`config.mk`:
```
export PLATFORM = sky130hd
export DESIGN_NAME = fifo_ms_rr_flat
export DESIGN_NICKNAME = d
export VERILOG_FILES = /design/src/rtl/fifo_ms_rr_pkg.sv /design/src/rtl/fifo_ms_rr_if.sv /design/src/rtl/fifo_ms_rr_arbiter.sv /design/src/rtl/fifo_ms_rr.sv /design/src/flat_wrapper.sv
export SDC_FILE = /design/constraint.sdc
export NUM_CORES = 1
export LEC_CHECK = 0
export ABC_AREA = 1
export CAP_MARGIN = 20
export CORE_AREA = 5 5 116 118
export CTS_CLUSTER_DIAMETER = 40
export DETAILED_ROUTE_END_ITERATION = 16
export DIE_AREA = 0 0 121 123
export GPL_ROUTABILITY_DRIVEN = 0
export PLACE_DENSITY = 0.53
export SYNTH_ARGS = -nofsm -noshare
export SYNTH_HDL_FRONTEND = slang
export SYNTH_HIERARCHICAL = 1
export SYNTH_SLANG_ARGS = --single-unit
export TNS_END_PERCENT = 100
```
`constraint.sdc`:
```
create_clock -name clk -period 5.7 [get_ports clk]
set_input_delay 0.57 -clock clk [delete_from_list [all_inputs] [get_ports clk]]
set_output_delay 0.57 -clock clk [all_outputs]
set_load 0.02 [all_outputs]
```
`src/rtl/fifo_ms_rr_pkg.sv`:
```
// Shared definitions for the multi-stream round-robin FIFO.
// Holds the default parameter values, the width helpers used to size the
// tag and count fields, and the packed {tag, data} word at default sizing.
package fifo_ms_pkg;

    localparam int DATA_WIDTH_DEF = 8;
    localparam int DEPTH_DEF      = 4;
    localparam int FLUX_DEF       = 2;

    // Width of the stream tag; a single stream still gets one bit.
    function automatic int tag_w(input int flux);
        return (flux > 1) ? $clog2(flux) : 1;
    endfunction

    // Width of an occupancy counter, which must reach DEPTH itself.
    function automatic int cnt_w(input int depth);
        return $clog2(depth + 1);
    endfunction

    localparam int TAG_W_DEF = tag_w(FLUX_DEF);

    typedef struct packed {
        logic [TAG_W_DEF-1:0]      tag;
        logic [DATA_WIDTH_DEF-1:0] data;
    } word_t;

endpackage

```
`src/rtl/fifo_ms_rr_if.sv`:
```
// Bus bundle for fifo_ms_rr.
// slave  : the FIFO side (takes writes, flush, dout_ready; drives status/dout)
// master : producer/consumer side
//   din/write/flush    tagged write port and per-stream clear
//   full/almost_full/empty/count/wr_err  per-stream status
//   dout/dout_valid/dout_ready           registered output handshake
interface fifo_ms_rr_if #(
    parameter int DATA_WIDTH = fifo_ms_pkg::DATA_WIDTH_DEF,
    parameter int DEPTH      = fifo_ms_pkg::DEPTH_DEF,
    parameter int FLUX       = fifo_ms_pkg::FLUX_DEF
);
    localparam int TAG_W = fifo_ms_pkg::tag_w(FLUX);
    localparam int CNT_W = fifo_ms_pkg::cnt_w(DEPTH);

    logic [TAG_W+DATA_WIDTH-1:0] din;
    logic                        write;
    logic [FLUX-1:0]             flush;
    logic [FLUX-1:0]             full;
    logic [FLUX-1:0]             almost_full;
    logic [FLUX-1:0]             empty;
    logic [FLUX*CNT_W-1:0]       count;
    logic                        wr_err;
    logic [TAG_W+DATA_WIDTH-1:0] dout;
    logic                        dout_valid;
    logic                        dout_ready;

    modport slave (
        input  din, write, flush, dout_ready,
        output full, almost_full, empty, count, wr_err, dout, dout_valid
    );

    modport master (
        output din, write, flush, dout_ready,
        input  full, almost_full, empty, count, wr_err, dout, dout_valid
    );
endinterface

```
`src/rtl/fifo_ms_rr_arbiter.sv`:
```
// Round-robin arbiter with a registered priority pointer.
//   req     : eligibility vector
//   adv     : a grant is being taken this cycle; pointer moves past it
//   grant   : one-hot grant, first requester at or after the pointer
//   gnt_idx : binary index of the granted requester
module rr_arbiter #(
    parameter int N  = 2,
    parameter int IW = (N > 1) ? $clog2(N) : 1
) (
    input  logic          clk,
    input  logic          rst,
    input  logic [N-1:0]  req,
    input  logic          adv,
    output logic [N-1:0]  grant,
    output logic [IW-1:0] gnt_idx
);
    logic [IW-1:0] ptr;
    logic          found;
    int            idx;

    always_comb begin
        grant   = '0;
        gnt_idx = '0;
        found   = 1'b0;
        idx     = 0;
        for (int k = 0; k < N; k++) begin
            idx = (int'(ptr) + k) % N;
            if (!found && req[IW'(idx)]) begin
                grant[IW'(idx)] = 1'b1;
                gnt_idx         = IW'(idx);
                found           = 1'b1;
            end
        end
    end

    always_ff @(posedge clk or posedge rst) begin
        if (rst)
            ptr <= '0;
        else if (adv)
            ptr <= (gnt_idx == IW'(N - 1)) ? '0 : gnt_idx + 1'b1;
    end
endmodule

```
`src/rtl/fifo_ms_rr.sv`:
```
// Multi-stream FIFO: one tagged write port feeding FLUX independent queues,
// drained round-robin into a registered, back-pressurable output word.
//   clk, rst : clock and asynchronous active-high reset
//   bus      : fifo_ms_rr_if.slave (write port, flush, status, output handshake)
// All status flags come from registered counts, so a pop in the same cycle
// never frees room for a write to that stream.
module fifo_ms_rr
    import fifo_ms_pkg::*;
#(
    parameter int DATA_WIDTH = DATA_WIDTH_DEF,
    parameter int DEPTH      = DEPTH_DEF,
    parameter int FLUX       = FLUX_DEF,
    parameter int AFULL_THR  = DEPTH - 1
) (
    input logic         clk,
    input logic         rst,
    fifo_ms_rr_if.slave bus
);
    localparam int TAG_W = tag_w(FLUX);
    localparam int CNT_W = cnt_w(DEPTH);
    localparam int PTR_W = $clog2(DEPTH);

    logic [DATA_WIDTH-1:0]        mem [FLUX][DEPTH];
    logic [FLUX-1:0][PTR_W-1:0]   head, tail;
    logic [FLUX-1:0][CNT_W-1:0]   cnt;
    logic [FLUX-1:0]              full_s, empty_s, af_s, hit, push, pop, elig, grant;
    logic [TAG_W-1:0]             wr_tag, gnt_idx;
    logic [DATA_WIDTH-1:0]        wr_data;
    logic                         load, wr_err_q, dout_valid_q;
    logic [TAG_W+DATA_WIDTH-1:0]  dout_q;

    assign {wr_tag, wr_data} = bus.din;

    for (genvar i = 0; i < FLUX; i++) begin : g_stream
        assign full_s[i]  = (cnt[i] == CNT_W'(DEPTH));
        assign empty_s[i] = (cnt[i] == '0);
        assign af_s[i]    = (cnt[i] >= CNT_W'(AFULL_THR));
        // Tags beyond FLUX-1 match no stream and are dropped.
        assign hit[i]     = bus.write && (wr_tag == TAG_W'(i));
        assign push[i]    = hit[i] && !full_s[i] && !bus.flush[i];
        // A stream being flushed must not hand out its stale head word.
        assign elig[i]    = !empty_s[i] && !bus.flush[i];
        assign pop[i]     = load && grant[i];
    end

    assign load = (!dout_valid_q || bus.dout_ready) && (|elig);

    rr_arbiter #(.N(FLUX), .IW(TAG_W)) u_arb (
        .clk     (clk),
        .rst     (rst),
        .req     (elig),
        .adv     (load),
        .grant   (grant),
        .gnt_idx (gnt_idx)
    );

    always_ff @(posedge clk or posedge rst) begin
        if (rst) begin
            head <= '0;
            tail <= '0;
            cnt  <= '0;
        end else begin
            for (int i = 0; i < FLUX; i++) begin
                if (bus.flush[i]) begin
                    head[i] <= '0;
                    tail[i] <= '0;
                    cnt[i]  <= '0;
                end else begin
                    if (push[i]) tail[i] <= tail[i] + 1'b1;
                    if (pop[i])  head[i] <= head[i] + 1'b1;
                    case ({push[i], pop[i]})
                        2'b10:   cnt[i] <= cnt[i] + 1'b1;
                        2'b01:   cnt[i] <= cnt[i] - 1'b1;
                        default: cnt[i] <= cnt[i];
                    endcase
                end
            end
        end
    end

    // Payload storage needs no reset; occupancy is tracked by the counters.
    always_ff @(posedge clk) begin
        for (int i = 0; i < FLUX; i++)
            if (push[i]) mem[i][tail[i]] <= wr_data;
    end

    always_ff @(posedge clk or posedge rst) begin
        if (rst) begin
            dout_q       <= '0;
            dout_valid_q <= 1'b0;
            wr_err_q     <= 1'b0;
        end else begin
            // Flush wins over a write, so it suppresses the error too.
            wr_err_q <= |(hit & full_s & ~bus.flush);
            if (load) begin
                dout_q       <= {gnt_idx, mem[gnt_idx][head[gnt_idx]]};
                dout_valid_q <= 1'b1;
            end else if (bus.dout_ready) begin
                dout_valid_q <= 1'b0;
            end
        end
    end

    assign bus.full        = full_s;
    assign bus.empty       = empty_s;
    assign bus.almost_full = af_s;
    assign bus.count       = cnt;
    assign bus.wr_err      = wr_err_q;
    assign bus.dout        = dout_q;
    assign bus.dout_valid  = dout_valid_q;
endmodule

```
`src/flat_wrapper.sv`:
```
// flat-port wrapper written by rule: the top's interface ports become plain ports
module fifo_ms_rr_flat import fifo_ms_pkg::*;
#(
    parameter int DATA_WIDTH = DATA_WIDTH_DEF,
    parameter int DEPTH      = DEPTH_DEF,
    parameter int FLUX       = FLUX_DEF,
    parameter int AFULL_THR  = DEPTH - 1
)
  (clk, rst, bus_din, bus_write, bus_flush, bus_dout_ready, bus_full, bus_almost_full, bus_empty, bus_count, bus_wr_err, bus_dout, bus_dout_valid);
  fifo_ms_rr_if #(.DATA_WIDTH(DATA_WIDTH), .DEPTH(DEPTH), .FLUX(FLUX)) bus_i ();
  input logic clk;
  input logic rst;
  input wire logic [$bits(bus_i.din)-1:0] bus_din;
  input wire logic [$bits(bus_i.write)-1:0] bus_write;
  input wire logic [$bits(bus_i.flush)-1:0] bus_flush;
  input wire logic [$bits(bus_i.dout_ready)-1:0] bus_dout_ready;
  output wire logic [$bits(bus_i.full)-1:0] bus_full;
  output wire logic [$bits(bus_i.almost_full)-1:0] bus_almost_full;
  output wire logic [$bits(bus_i.empty)-1:0] bus_empty;
  output wire logic [$bits(bus_i.count)-1:0] bus_count;
  output wire logic [$bits(bus_i.wr_err)-1:0] bus_wr_err;
  output wire logic [$bits(bus_i.dout)-1:0] bus_dout;
  output wire logic [$bits(bus_i.dout_valid)-1:0] bus_dout_valid;
  assign bus_i.din = bus_din;
  assign bus_i.write = bus_write;
  assign bus_i.flush = bus_flush;
  assign bus_i.dout_ready = bus_dout_ready;
  assign bus_full = bus_i.full;
  assign bus_almost_full = bus_i.almost_full;
  assign bus_empty = bus_i.empty;
  assign bus_count = bus_i.count;
  assign bus_wr_err = bus_i.wr_err;
  assign bus_dout = bus_i.dout;
  assign bus_dout_valid = bus_i.dout_valid;
  fifo_ms_rr #(.DATA_WIDTH(DATA_WIDTH), .DEPTH(DEPTH), .FLUX(FLUX), .AFULL_THR(AFULL_THR)) u_core (.clk(clk), .rst(rst), .bus(bus_i));
endmodule
```
==> impl_metrics.yaml <==
clock_tree:
  cts_inserted_buffers: 9
  cts_sinks: 90
  cts.repair.resized: 0
  clk_pin_slew_ns: 0.07
  clockRootBuffer: "clkbuf_16"
  clock_latency_ns: 0.34
  hold_buffers: 0
  clockBufferDepth: 2
  post_cts_buffers: 0
  cts_tree: "yes"
  h-tree-depth: 3
cells_and_area:
  layout_commonest_cell: "nand2_1"
  post-route-util_pct: 40.3
  synthToLayoutAreaGrowth_pct: 19.8
  final_cell_mix: "110 x nand2_1, 64 x edfxtp_1, 48 x nand3_1"
  num_antenna_cells: 0
  nFillCells: 1178
  fin_nets: 450
  drive_gt1_share_pct: 10.7
die:
  die_area_um2: 14900
  core_um2: 12400
  die_w_um: 121
  die_y_um: 123
  io_pins: 38
  core.rowCount: 41
  initial_core_util_pct: 33.7
critical_path:
  crit_path_max_fanout: 33
  crit_arrival_ns: 3.37
  endpoint_kind: "flip-flop"
  crit_type: "in2reg"
  crit_required_ns: 5.92
  start_kind: "input pin"
pwr:
  swShare_pct: 28.5
  power.internal_uw: 1200
  p_leak_uw: 0.00198
  p_comb_share_pct: 19.6
  vdd_drop_max_mv: 0.155
  clock_power_share_pct: 33.3
  power_density_nw_per_um2: 336
  p_switching_uw: 476
  seqPwrFrac_pct: 47.0
routing:
  ant_nets: 0
  drcViolationCount: 0
  vias: 2736
  routed_wl_um: 8820
  drt_pass1_iterations: 5
  viasPerCell: 4.54
  wl_per_cell_um: 14.7
  drtIter0Drc: 162
place:
  dp_hpwl_um: 6010
  io_buffers: 37
timing:
  holdWs_ns: 0.402
  slew_headroom_pct: 32.7
  fin_tns_setup_ns: 0
  fmax_mhz: 318
  finalCritPeriodShare_pct: 55.1
  fin_worst_skew_ns: 0.0120
  hold_violations: 0
  setup_viol: 0
  period_needed_ns: 3.14
  rsz0062_at_grt: "false"
  drv_slew: 0
  worst_slew_pin_slew_ns: 1.01
global_route:
  grt_usage_pct: 12.6
  overflow: 0
  grt_max_degree: 34
  antenna_found_initial: 0
  grt_pass1_vias: 2683
  grt_pass1_wl_um: 14400
job:
  cap_violations: 0
synth:
  syn_area_um2: 4160
  synth_cells: 386
  ys_warn_count: 6
  avgSynthCellArea_um2: 10.8
  synthesis.nets: 411
outcome:
  outcome: "finished, final reports clean"
hold_path:
  holdCritPathClass: "in2async"
[sequential cells by signal (all words and copies together) (netlist names)]
register	cells
u_core/mem	64
u_core/bus.dout	9
u_core/bus.count	6
u_core/head	4
u_core/tail	4
u_core/bus.dout_valid	1
u_core/bus.wr_err	1
u_core/u_arb/ptr	1
[final timing paths]
kind | start | end | slack, ns | cells after the start
worst min-delay path | rst | u_core/u_arb/ptr | 0.40 | 2
max in group asynchronous | rst | u_core/bus.dout[6] | 4.57 | 3
worst max register to register | u_core/bus.count[0] | u_core/bus.dout[1] | 2.84 | 11
worst min register to register | u_core/bus.dout[8] | u_core/bus.dout[8] | 0.48 | 2
worst max-delay path | bus_flush[0] | u_core/bus.dout[1] | 2.56 | 11
min in group clk | u_core/bus.dout[8] | u_core/bus.dout[8] | 0.48 | 2
[layout make-up]
class	count	area, µm²	share of cell area (%)
Tap cell	172	215	4.32
Clock buffer	11	243	4.87
Clock inverter	5	36.3	0.728
Timing Repair Buffer	39	405	8.13
Inverter	44	175	3.51
Sequential cell	90	2570	51.6
Multi-Input combinational cell	241	1340	26.8
[metrics by stage]
| step | area (µm²) | power [µW] | setup slack (ns) | instances |
|---|---|---|---|---|
| final | 4980 | 1670 | 2.56 | 602 |
| after global routing | 4980 | 1750 | 2.22 | 602 |
| after CTS | 4960 | 1690 | 2.52 | 601 |
| after detailed placement | 4680 | 1130 | 2.17 | 585 |
| after global placement | 4680 | 1130 | 2.30 | 585 |
| after floorplan | 4160 | 999 | 3.58 | 386 |
[layer usage]
layer	share of wire, %	vias up	routed length [µm]	GRT usage (%)
met1	49	1303	4330	17.6
li1	-	1372	-	-
met2	46	48	4040	19.5
met4	2.4	0	208	5.88
met5	0	-	0	0
met3	2.8	13	244	1.65
[worst max-delay path, cell delays in order]
cell and delay, ns:
clkdlybuf4s50_1 0.45, inv_1 0.20, nand2_2 0.14, inv_1 0.09, nand2_1 0.07, inv_1 0.60, inv_1 0.70, nand2_1 0.20
nand3_1 0.10, nand3_1 0.14, a31oi_1 0.09
[power by group through the flow]
stage          Sequential, µW  Clock (µW)  Combinational [µW]
2_1_floorplan             837           0                 162
3_3_place_gp              803           0                 323
3_5_place_dp              802           0                 329
4_1_cts                   788         568                 329
5_1_grt                   794         600                 358
6_report                  786         558                 328
Note: power is estimated with default switching activity, not from simulation.
